### config.mk
export PLATFORM = sky130hd
export DESIGN_NAME = y86_mem_bridge
export DESIGN_NICKNAME = d
export VERILOG_FILES = /design/src/rtl/y86_mem_bridge.sv
export SDC_FILE = /design/constraint.sdc
export NUM_CORES = 1
export LEC_CHECK = 0
export ABC_AREA = 1
export ABC_CLOCK_PERIOD_IN_PS = 4800
export BUFFER_PORTS_ARGS = -buffer_cell sky130_fd_sc_hd__buf_2
export CORE_UTILIZATION = 55
export DETAILED_ROUTE_END_ITERATION = 8
export GPL_TIMING_DRIVEN = 0
export HOLD_SLACK_MARGIN = 0.06
export PLACE_DENSITY = 0.81
export SLEW_MARGIN = 20
export SYNTH_ARGS = -nofsm -noshare
export SYNTH_HDL_FRONTEND = slang
export SYNTH_SLANG_ARGS = --single-unit
### constraint.sdc
create_clock -name clk -period 4.8 [get_ports clk]
set_input_delay 0.48 -clock clk [delete_from_list [all_inputs] [get_ports clk]]
set_output_delay 0.48 -clock clk [all_outputs]
set_load 0.02 [all_outputs]
### src/rtl/y86_mem_bridge.sv
// Y86 memory-stage bus master: one word read/write per request, split into BUS_W beats (little-endian).
// Latency 1+BEATS+1 cycles at zero wait; stall_o holds the pipeline until DONE/ERR; per-beat ack timeout.
module y86_mem_bridge #(
  parameter int ADDR_W  = 32,
  parameter int DATA_W  = 32,
  parameter int BUS_W   = 8,
  parameter int TIMEOUT = 255
) (
  input  logic              clk,
  input  logic              rst,
  input  logic              req_read_i,
  input  logic              req_write_i,
  input  logic [ADDR_W-1:0] req_addr_i,
  input  logic [DATA_W-1:0] req_data_i,
  output logic              stall_o,
  output logic              done_o,
  output logic              err_o,
  output logic [DATA_W-1:0] rdata_o,
  output logic              bus_req_o,
  output logic              bus_we_o,
  output logic [ADDR_W-1:0] bus_addr_o,
  output logic [BUS_W-1:0]  bus_wdata_o,
  input  logic [BUS_W-1:0]  bus_rdata_i,
  input  logic              bus_ack_i
);

  localparam int BEATS  = DATA_W / BUS_W;
  localparam int BEAT_W = (BEATS > 1) ? $clog2(BEATS) : 1;
  localparam int STRIDE = BUS_W / 8;

  localparam logic [1:0] IDLE = 2'd0;
  localparam logic [1:0] XFER = 2'd1;
  localparam logic [1:0] DONE = 2'd2;
  localparam logic [1:0] ERR  = 2'd3;

  localparam logic [BEAT_W-1:0] LAST_BEAT = BEAT_W'(BEATS - 1);
  localparam logic [15:0]       TO_LAST   = 16'(TIMEOUT - 1);

  logic [1:0]        state;
  logic [BEAT_W-1:0] beat;
  logic [15:0]       toCnt;
  logic [ADDR_W-1:0] baseAddr;
  logic [DATA_W-1:0] wrData;
  logic [DATA_W-1:0] rdData;
  logic              isWrite;

  logic              inXfer;
  logic              reqAny;
  logic              reqOne;
  logic              reqBoth;
  logic [ADDR_W-1:0] beatOffset;

  assign inXfer  = (state == XFER);
  assign reqAny  = req_read_i | req_write_i;
  assign reqOne  = req_read_i ^ req_write_i;
  assign reqBoth = req_read_i & req_write_i;

  // Beat address wraps modulo 2^ADDR_W by plain truncation.
  assign beatOffset = ADDR_W'(beat) * ADDR_W'(STRIDE);

  assign stall_o     = inXfer | ((state == IDLE) & reqAny);
  assign done_o      = (state == DONE);
  assign err_o       = (state == ERR);
  assign rdata_o     = rdData;
  assign bus_req_o   = inXfer;
  assign bus_we_o    = inXfer & isWrite;
  assign bus_addr_o  = inXfer ? (baseAddr + beatOffset) : '0;
  assign bus_wdata_o = inXfer ? wrData[beat*BUS_W +: BUS_W] : '0;

  always_ff @(posedge clk or negedge rst) begin
    if (!rst) begin
      state    <= IDLE;
      beat     <= '0;
      toCnt    <= '0;
      baseAddr <= '0;
      wrData   <= '0;
      rdData   <= '0;
      isWrite  <= 1'b0;
    end else begin
      case (state)
        IDLE: begin
          if (reqOne) begin
            baseAddr <= req_addr_i;
            wrData   <= req_data_i;
            isWrite  <= req_write_i;
            beat     <= '0;
            toCnt    <= '0;
            state    <= XFER;
          end else if (reqBoth) begin
            state <= ERR;
          end
        end
        XFER: begin
          if (bus_ack_i) begin
            if (!isWrite) begin
              rdData[beat*BUS_W +: BUS_W] <= bus_rdata_i;
            end
            toCnt <= '0;
            if (beat == LAST_BEAT) begin
              state <= DONE;
            end else begin
              beat <= beat + 1'b1;
            end
          end else if (toCnt == TO_LAST) begin
            // Captured read lanes and completed write beats are kept as-is.
            state <= ERR;
          end else begin
            toCnt <= toCnt + 16'd1;
          end
        end
        DONE:    state <= IDLE;
        ERR:     state <= IDLE;
        default: state <= IDLE;
      endcase
    end
  end

endmodule

==> results of run 1 <==
==> final cells by class <==
cell class | count | area, sq um | share of cell area
timing repair buffer | 155 | 809.5 | 0.09809
multi-input combinational | 652 | 3258 | 0.3948
clock buffer | 26 | 509.2 | 0.06170
buffer | 29 | 193.9 | 0.02350
clock inverter | 6 | 90.09 | 0.01092
sequential | 117 | 2928 | 0.3548
tap | 143 | 178.9 | 0.02168
inverter | 76 | 285.3 | 0.03457
==> worst max-delay path, delay by kind of cell, from the launching register on <==
| kind | cells | cell delay (ps) |
|---|---|---|
| AND/OR/NAND/NOR | 4 | 700 |
| adder cells (fa/ha/maj) | 2 | 480 |
| flip-flops | 1 | 420 |
| AO/OA/AOI/OAI | 2 | 290 |
| buffers and inverters | 1 | 190 |
==> worst min path at each step <==
| stage | end | slack [ps] |
|---|---|---|
| after floorplan | baseAddr[0]$_DFFE_PN0P_ | 180 |
| after global placement | isWrite$_DFFE_PN0P_ | 470 |
| after detailed placement | wrData[16]$_DFFE_PN0P_ | 480 |
| after CTS | wrData[11]$_DFFE_PN0P_ | 280 |
| after global routing | wrData[9]$_DFFE_PN0P_ | 280 |
| final | wrData[31]$_DFFE_PN0P_ | 290 |
==> state kept, by name, summed over array words and instances, names as in the netlist <==
register,count
wrData,32
rdata_o,32
isWrite,1
beat,2
state,2
baseAddr,32
toCnt,16
==> cells in the final DEF (no fill, tap or decap), types with 4 or more instances in the layout <==
cell                        netlist  layout
sky130_fd_sc_hd__clkbuf_1        10      14
sky130_fd_sc_hd__o21bai_1         4       4
sky130_fd_sc_hd__ha_1            11      11
sky130_fd_sc_hd__clkbuf_16        0      17
sky130_fd_sc_hd__nor2_1         176     176
sky130_fd_sc_hd__mux2_2          45      45
sky130_fd_sc_hd__o21ai_0         67      67
sky130_fd_sc_hd__a21oi_1         39      39
sky130_fd_sc_hd__dfrtp_1        117     117
sky130_fd_sc_hd__nand4_1         26      26
sky130_fd_sc_hd__inv_1           70      70
sky130_fd_sc_hd__buf_2            7     159
sky130_fd_sc_hd__nand3_1         65      65
sky130_fd_sc_hd__clkbuf_8         5      10
sky130_fd_sc_hd__nand2_1        203     203
sky130_fd_sc_hd__xnor2_1          4       4
==> cell families after synthesis <==
kind of cell / count (synthesis) / synth area share
xor gates and xnor gates: 5 / 0.006570
adders and majority gates: 12 / 0.02365
muxes: 45 / 0.07603
DFF: 117 / 0.4393
AOI/OAI and AO/OA: 111 / 0.08541
and+or+nand+nor: 479 / 0.2972
buffers and inverters: 105 / 0.07190
==> metal layers <==
| layer | vias up | wire length [um] | global-route usage |
|---|---|---|---|
| li1 | 3201 | - | - |
| met1 | 3032 | 7830 | 0.4069 |
| met2 | 241 | 8365 | 0.4841 |
| met3 | 41 | 1243 | 0.06533 |
| met4 | 0 | 524 | 0.1387 |
| met5 | - | 0 | 0 |
==> per-stage QoR <==
step,utilization,hold slack (ps),worst slack [ps]
2_1_floorplan,-,184.4,2582
3_3_place_gp,0.6552,468.6,1808
5_1_grt,0.7106,277.0,1580
4_1_cts,0.7106,280.1,1832
3_5_place_dp,0.6582,476.3,1968
6_report,0.7106,289.3,1821
==> what timing repair did <==
item	in CTS	in global routing
setup endpoints to repair	0	0
hold buffers	1	0
endpoints found under the hold margin	54	0
==> power by group <==
| group | internal [mW] | leakage (nW) | switching (mW) |
|---|---|---|---|
| clock | 0.834 | 0.291 | 0.444 |
| sequential | 1.36 | 1.46 | 0.291 |
| combinational | 0.846 | 2.64 | 1.60 |
| total | 3.04 | 4.39 | 2.34 |
==> reports/results.txt, run 1 <==
Status - finished with violations
Violations in the final reports - design-rule violations
Number of CTS-inserted buffers - 17
CP required - 4320 ps
Max-slew headroom - 0.6206
# clock sinks - 117
Commonest register cell after synthesis - sky130_fd_sc_hd__dfrtp_1
Dominant cell by count in the synthesized netlist - sky130_fd_sc_hd__nand2_1
Post-Route WL - 17,960 um
Top cells by area, synth - sky130_fd_sc_hd__dfrtp_1, sky130_fd_sc_hd__nand2_1, sky130_fd_sc_hd__nor2_1, sky130_fd_sc_hd__mux2_2, sky130_fd_sc_hd__o21ai_0
Critical path type - flop to output port
Number of max-cap violations - 0
Number of instances in the synthesized netlist - 874
Count of unique library cells instantiated by Yosys - 29
Minimum clock period after layout - 2979 ps
Clk pin slew, worst setup/hold paths - 50 ps
Initial antenna violation count - 0
Average wire length per cell after detail routing - 14.92 um
Flip-flop and latch count after synthesis - 117
Hold path start - req_data_i[31]
Endpoint of the most critical setup path - bus_addr_o[12]
Post-synthesis average cell area - 7.626 sq um
Number of placed cells counting well taps - 1,171
Final global-route overflow total - 0
Die width - 112.1 um
Non-filler instance count after layout - 1,204
Share of post-route cells with drive strength above 1 - 0.2385
Die height - 112.1 um
Logic depth of the worst register-to-register path - 9
Cell at the root of the clock tree - sky130_fd_sc_hd__clkbuf_16
Max Fclk - 0.3357 GHz
Number of diodes - 0
Pwr per Cell Area - 651.7 nW/um^2
Peak per-stage delay on the critical path - 420 ps
Number of nets in the final layout - 1,137
Fin. Hold Viols - 0
First-pass GRT wire length - 29,840 um
Timing startpoint of the critical path - beat[0]$_DFFE_PN0P_
Overall global routing resource usage - 0.3060
Area share of the largest cell type after synthesis - 0.4393
Buffer depth of the longest clock path - 2
Syn Std Cell Area - 6665 sq um
Count of input and output buffers - 153
CP Launch Type - flop
Endpoint arrival time on the critical path - 2500 ps
Cell leakage power - 4.388 nW
Initial DRC count - 556
Async set or reset register ratio after synthesis - 1.000
Area growth from synthesis to final layout - 23.82%
# setup viols final - 0
Post-Syn Nets - 963
Post-CTS Setup Repair Bufs - 0
Worst hold-check path type - input port to flop
Post-synth EDFFs - 0
GPL Wtd Cong - 0.9503
Worst flop-to-flop path endpoint - rdata_o[16]$_DFFE_PN0P_
Final total negative setup slack - 0 ps
DRC viols - 13
Final std cell area, no fill - 8253 sq um
Post-cts repair resize count - 0
Deepest level of the CTS H-tree - 4
Number of global-route vias before repair - 6,114
Die Area - 12,560 sq um
Category of the worst setup path capture point - output port
Slew @ Worst Pin - 569.1 ps
Max Slew Vio Count - 0
Pre-antenna DRT Iters - 7
Maximum number of pins on one net before global-route repair - 64
Slowest cell on crit path - sky130_fd_sc_hd__dfrtp_1
Final setup skew - 3.898 ps
Yosys top cell by area - sky130_fd_sc_hd__dfrtp_1
Ratio of routed vias to standard cells - 5.411
Top post-synthesis cells by count - sky130_fd_sc_hd__nand2_1, sky130_fd_sc_hd__nor2_1, sky130_fd_sc_hd__dfrtp_1, sky130_fd_sc_hd__inv_1, sky130_fd_sc_hd__o21ai_0
Hold Path Cell Cnt - 2
Cells along the critical path - ha_1 -> fa_1 -> nand2_1 -> nor2_1 -> nand2_1 -> nor2_1 -> o21ai_0 -> a21oi_1 -> buf_2
Core ar. - 11,610 sq um
Filler cell count in the final layout - 979
Seq/Total Area, Yosys - 0.4393
Maximum fanout along the worst path - 5
Warnings, synthesis - 0
Worst-case vdd ir drop - 401.5 uV
Unrepaired setup endpoints after global routing - false
Share of the clock period used by the worst path after layout - 0.6207
Post-DP HPWL - 13,210 um
Placed cell areas - 7644 sq um
Latest clock arrival within the worst-skew pair - 420 ps
CTS tree - done
DRT antenna net count - 0
DR vias - 6,515
Worst reg2reg setup slack - 1920 ps
Number of top-level pins - 154
FF-to-FF Start - beat[0]$_DFFE_PN0P_
Initial Utilization - 0.5739
PnR Total Power - 5.378 mW
FP Rows - 39
Note: power is estimated with default switching activity, not from simulation.
==> run 2: changes to the inputs <==
--- a/config.mk
+++ b/config.mk
@@ -6,13 +6,13 @@
 export NUM_CORES = 1
 export LEC_CHECK = 0
 export ABC_AREA = 1
-export ABC_CLOCK_PERIOD_IN_PS = 4800
+export ABC_CLOCK_PERIOD_IN_PS = 2600
 export BUFFER_PORTS_ARGS = -buffer_cell sky130_fd_sc_hd__buf_2
-export CORE_UTILIZATION = 55
+export CORE_UTILIZATION = 49
 export DETAILED_ROUTE_END_ITERATION = 8
 export GPL_TIMING_DRIVEN = 0
 export HOLD_SLACK_MARGIN = 0.06
-export PLACE_DENSITY = 0.81
+export PLACE_DENSITY = 0.77
 export SLEW_MARGIN = 20
 export SYNTH_ARGS = -nofsm -noshare
 export SYNTH_HDL_FRONTEND = slang
==> constraint.sdc (replaced) <==
create_clock -name clk -period 2.6 [get_ports clk]
set_input_delay 0.26 -clock clk [delete_from_list [all_inputs] [get_ports clk]]
set_output_delay 0.26 -clock clk [all_outputs]
set_load 0.02 [all_outputs]
==> reports/results.txt, run 2 (synthesis results as in run 1) <==
Status - finished clean
Area used by multi-input combinational logic - 3331 sq um
Pre-antenna DRT Iters - 8
Minimum clock period after layout - 2515 ps
Category of the worst setup path capture point - output port
CTS tree - done
Number of top-level pins - 154
Max Fclk - 0.3977 GHz
Number of CTS-inserted buffers - 17
Clk pin slew, worst setup/hold paths - 60 ps
DRT antenna net count - 0
Post-DP HPWL - 13,750 um
Share of post-route cells with drive strength above 1 - 0.2686
Maximum number of pins on one net before global-route repair - 75
Worst hold slack across all endpoints - 63.35 ps
Count of input and output buffers - 153
GPL Wtd Cong - 0.9237
Finished Core Util - 0.6431
Cell leakage power - 4.476 nW
Area growth from synthesis to final layout - 27.78%
Post-Route WL - 19,030 um
Deepest level of the CTS H-tree - 4
Overall global routing resource usage - 0.2789
FF/Latch Area - 2929 sq um
Initial antenna violation count - 0
Filler cell count in the final layout - 1,171
Die Area - 14,070 sq um
Max Slew Vio Count - 0
First-pass GRT wire length - 30,680 um
# clock sinks - 117
Cell at the root of the clock tree - sky130_fd_sc_hd__clkbuf_16
Worst hold-check path type - input port to flop
Number of nets in the final layout - 1,152
DRC viols - 0
# setup viols final - 0
Initial Utilization - 0.5033
CP Launch Type - flop
Most common cell after layout, fill and taps aside - sky130_fd_sc_hd__nand2_1
Latest clock arrival within the worst-skew pair - 420 ps
Ratio of routed vias to standard cells - 5.359
Number of global-route vias before repair - 6,230
Final global-route overflow total - 0
Number of diodes - 0
Placed cell areas - 7685 sq um
Final setup skew - 5.704 ps
Maximum fanout along the worst path - 4
Core ar. - 13,240 sq um
Endpoint arrival time on the critical path - 2250 ps
Share of the clock period used by the worst path after layout - 0.9672
CP required - 2340 ps
Die width - 118.6 um
Average wire length per cell after detail routing - 15.20 um
Most frequent cells in the layout - sky130_fd_sc_hd__nand2_1, sky130_fd_sc_hd__nor2_1, sky130_fd_sc_hd__buf_2
Max-slew headroom - 0.5930
FP Rows - 42
Pwr per Cell Area - 1207 nW/um^2
Die height - 118.6 um
Final std cell area, no fill - 8517 sq um
Number of max-cap violations - 0
Critical path type - flop to output port
Initial DRC count - 671
DR vias - 6,709
Fin. Hold Viols - 0
Unrepaired setup endpoints after global routing - true
Worst-case vdd ir drop - 629.6 uV
Buffer depth of the longest clock path - 2
Slew @ Worst Pin - 610.5 ps
-- run 2: changes by cell type in the layout (fill, tap and decap cells not counted), moves of 4 or more --
cell                       delta
sky130_fd_sc_hd__clkbuf_1     -6
sky130_fd_sc_hd__nand2_1      -4
sky130_fd_sc_hd__buf_4       +16
sky130_fd_sc_hd__nor2_4       +7
sky130_fd_sc_hd__nor2_1       -7
sky130_fd_sc_hd__clkbuf_8     -4
-- run 2: stage by stage --
stage                     TNS [ps]  setup WS, ps  std cells  power [mW]
after floorplan                  0         397.3        874       6.092
after global placement      -25390        -232.8       1203       7.467
after detailed placement     -3648        -306.8       1204       7.570
after CTS                        0         4.534       1240       10.11
after global routing        -142.7        -33.29       1252       10.95
final                            0         85.37       1252       10.28
-- run 2: where the power goes --
part	switching, mW	internal, mW
Sequential	0.546	2.51
Combinational	3.09	1.69
Clock	0.909	1.54
-- run 2: worst paths after layout --
| kind | slack [ps] | startpoint | cells past startpoint | to |
|---|---|---|---|---|
| worst max-delay path | 90 | beat[0]$_DFFE_PN0P_ | 9 | bus_addr_o[12] |
| worst min-delay path | 60 | req_addr_i[14] | 2 | baseAddr[14]$_DFFE_PN0P_ |
| worst max register to register | 170 | beat[0]$_DFFE_PN0P_ | 10 | rdata_o[0]$_DFFE_PN0P_ |
| worst min register to register | 480 | isWrite$_DFFE_PN0P_ | 2 | isWrite$_DFFE_PN0P_ |
| max in group asynchronous | 1550 | rst | 3 | beat[1]$_DFFE_PN0P_ |
| min in group asynchronous | 320 | rst | 2 | rdata_o[2]$_DFFE_PN0P_ |
-- run 2: area by class of cell --
type | count | area share
multi-input combinational | 652 | 0.3911
buffer | 29 | 0.02306
sequential | 117 | 0.3439
inverter | 76 | 0.03452
tap | 176 | 0.02586
clock buffer | 18 | 0.05156
timing repair buffer | 170 | 0.1097
clock inverter | 14 | 0.02027
-- run 2: routing by layer --
metal | part of all wire | wire [um] | track usage
met1 | 0.44 | 8405 | 0.3810
met2 | 0.46 | 8718 | 0.4379
met3 | 0.078 | 1489 | 0.05840
met4 | 0.022 | 420 | 0.09889
met5 | 0 | 0 | 0
-- run 2: critical path, stage by stage, from the launching register on --
cell	delay [ps]
sky130_fd_sc_hd__dfrtp_1	390
sky130_fd_sc_hd__ha_2	210
sky130_fd_sc_hd__fa_2	230
sky130_fd_sc_hd__nand2_2	100
sky130_fd_sc_hd__nor2_4	130
sky130_fd_sc_hd__nand2_1	110
sky130_fd_sc_hd__nor2_4	180
sky130_fd_sc_hd__o21ai_0	90
sky130_fd_sc_hd__a21oi_1	200
sky130_fd_sc_hd__buf_2	200
-- run 2: what timing repair did --
| action | 4_1_cts | 5_1_grt |
|---|---|---|
| setup endpoints to repair | 27 | 35 |
| setup buffers | 2 | 11 |
| hold buffers | 2 | 1 |
| cloned | 0 | 0 |
| pin swaps | 1 | 6 |
| gates resized for setup | 12 | 20 |
| hold endpoints to repair | 44 | 1 |
==> run 3: changes to the inputs <==
--- a/config.mk
+++ b/config.mk
@@ -13,6 +13,7 @@
 export GPL_TIMING_DRIVEN = 0
 export HOLD_SLACK_MARGIN = 0.06
 export PLACE_DENSITY = 0.77
+export SETUP_SLACK_MARGIN = 0.15
 export SLEW_MARGIN = 20
 export SYNTH_ARGS = -nofsm -noshare
 export SYNTH_HDL_FRONTEND = slang
==> reports/results.txt, run 3 (synthesis results as in run 1) <==
Pre-antenna DRT Iters - 6
Peak per-stage delay on the critical path - 430 ps
Worst hold-check path type - input port to flop
Pre-CTS setup slack - -306.8 ps
Net Switching - 4.565 mW
Clk pin slew, worst setup/hold paths - 60 ps
Portion of total power attributed to combinational logic - 0.466
Final setup skew - 6.510 ps
Area growth from synthesis to final layout - 28.31%
Switching Share - 0.4416
Overall global routing resource usage - 0.2815
Max Slew Vio Count - 0
Number of top-level pins - 154
Endpoint arrival time on the critical path - 2200 ps
Hold Path Cell Cnt - 2
Fin. Hold Viols - 0
Worst Setup Slack, final - 137.2 ps
Worst-case vdd ir drop - 652.3 uV
Unrepaired setup endpoints after global routing - true
Number of diodes - 0
Count of input and output buffers - 153
Maximum number of pins on one net before global-route repair - 75
Final std cell area, no fill - 8552 sq um
Hold path start - req_addr_i[14]
Number of CTS-inserted buffers - 17
DRC viols - 0
Share of post-route cells with drive strength above 1 - 0.2763
Final global-route overflow total - 0
# setup viols final - 0
Buf+Inv Stages, Crit Path - 2
Critical path type - flop to output port
Ratio of routed vias to standard cells - 5.338
Placed cell areas - 7685 sq um
Buffer depth of the longest clock path - 2
Die height - 118.6 um
First-pass GRT wire length - 30,990 um
Core ar. - 13,240 sq um
Deepest level of the CTS H-tree - 4
Cell at the root of the clock tree - sky130_fd_sc_hd__clkbuf_16
Finished Core Util - 0.6458
Number of max-cap violations - 0
Timing startpoint of the critical path - beat[0]$_DFFE_PN0P_
GR peak layer - met2
# clock sinks - 117
FF-to-FF Start - beat[0]$_DFFE_PN0P_
Slew @ Worst Pin - 607.8 ps
PnR Total Power - 10.34 mW
Filler cell count in the final layout - 1,166
DRT antenna net count - 0
Design internal power - 5.772 mW
Initial DRC count - 665
Met3 Usage GRT - 0.05840
Pwr per Cell Area - 1209 nW/um^2
Post-Route WL - 19,100 um
Sequential cell fraction of total power - 0.297
Max Fclk - 0.4060 GHz
Cell type group with the largest total delay on the critical path - adder cells
Cells along the critical path - ha_4 -> fa_2 -> nand2_2 -> nor2_2 -> nand2_2 -> nor2_4 -> buf_4 -> xnor2_1 -> nor2_1 -> buf_4
Die Area - 14,070 sq um
Most common cell after layout, fill and taps aside - sky130_fd_sc_hd__nand2_1
Initial antenna violation count - 0
Die width - 118.6 um
Worst path depth - 10
Minimum clock period after layout - 2463 ps
Status - finished clean
Latest clock arrival within the worst-skew pair - 420 ps
Most frequent cells in the layout - sky130_fd_sc_hd__nand2_1, sky130_fd_sc_hd__nor2_1, sky130_fd_sc_hd__buf_2
CP required - 2340 ps
Post-DP HPWL - 13,750 um
Logic depth of the worst register-to-register path - 9
Number of global-route vias before repair - 6,281
Max-slew headroom - 0.5948
FP Rows - 42
CTS tree - done
Global routing usage on met1 - 0.3838
Average wire length per cell after detail routing - 15.27 um
Cell leakage power - 4.482 nW
Maximum fanout along the worst path - 5
GPL Wtd Cong - 0.9237
Category of the worst setup path capture point - output port
DR vias - 6,678
Slowest cell on crit path - sky130_fd_sc_hd__dfrtp_1
Number of nets in the final layout - 1,151
Met2 track demand over resource - 0.4437
CP Launch Type - flop
Share of the clock period used by the worst path after layout - 0.9472
Initial Utilization - 0.5033
Clock power frac - 0.238
## run 3: cell count changes in the layout (fill, tap and decap cells not counted), sizes merged
cell and delta:
buf -1, clkinv +1, clkinvlp -1
## run 3: timing repair
| action | CTS | global route |
|---|---|---|
| endpoints found under the hold margin | 44 | 1 |
| resized for setup | 26 | 26 |
| endpoints found under the setup margin | 53 | 46 |
| setup buffers | 8 | 4 |
| pin swaps | 6 | 4 |
| hold buffers | 2 | 1 |
## run 3: layout make-up
cell class,instances,area [sq um],area share
flip-flops and latches,117,2929,0.3425
clock buffers,18,439.2,0.05135
plain buffers,29,201.4,0.02356
clock inverters,14,172.7,0.02019
inverters,76,291.5,0.03409
repair buffers,169,942.2,0.1102
well taps,176,220.2,0.02575
multi-input cells,652,3356,0.3924
## run 3: path summary, 6_finish.rpt
path / endpoint / slack (ps)
max reg2reg: rdata_o[18]$_DFFE_PN0P_ / 300
max in group asynchronous: beat[1]$_DFFE_PN0P_ / 1550
max: bus_addr_o[14] / 140
min reg2reg: isWrite$_DFFE_PN0P_ / 480
min in group asynchronous: rdata_o[2]$_DFFE_PN0P_ / 320
min: baseAddr[14]$_DFFE_PN0P_ / 60
## run 3: metrics by stage
stage                     cells  setup TNS, ps  hold WS (ps)
after floorplan             874              0        -35.59
after global placement     1203         -25390         466.0
after detailed placement   1204          -3648         207.9
after CTS                  1246              0         60.07
after global routing       1251              0         63.39
final                      1251              0         62.18
## run 3: power by group through the flow
stage          Sequential, mW  Combinational (mW)  Clock, mW
5_1_grt                  3.15                5.28       2.57
4_1_cts                  3.04                4.67       2.47
6_report                 3.07                4.81       2.46
3_5_place_dp             3.06                4.51          0
2_1_floorplan            3.09                3.01          0
3_3_place_gp             3.04                4.42          0
## run 3: routing by layer
metal	up-vias	routed length, um
met4	0	426
met2	301	8811
li1	3225	-
met5	-	0
met1	3115	8521
met3	37	1339
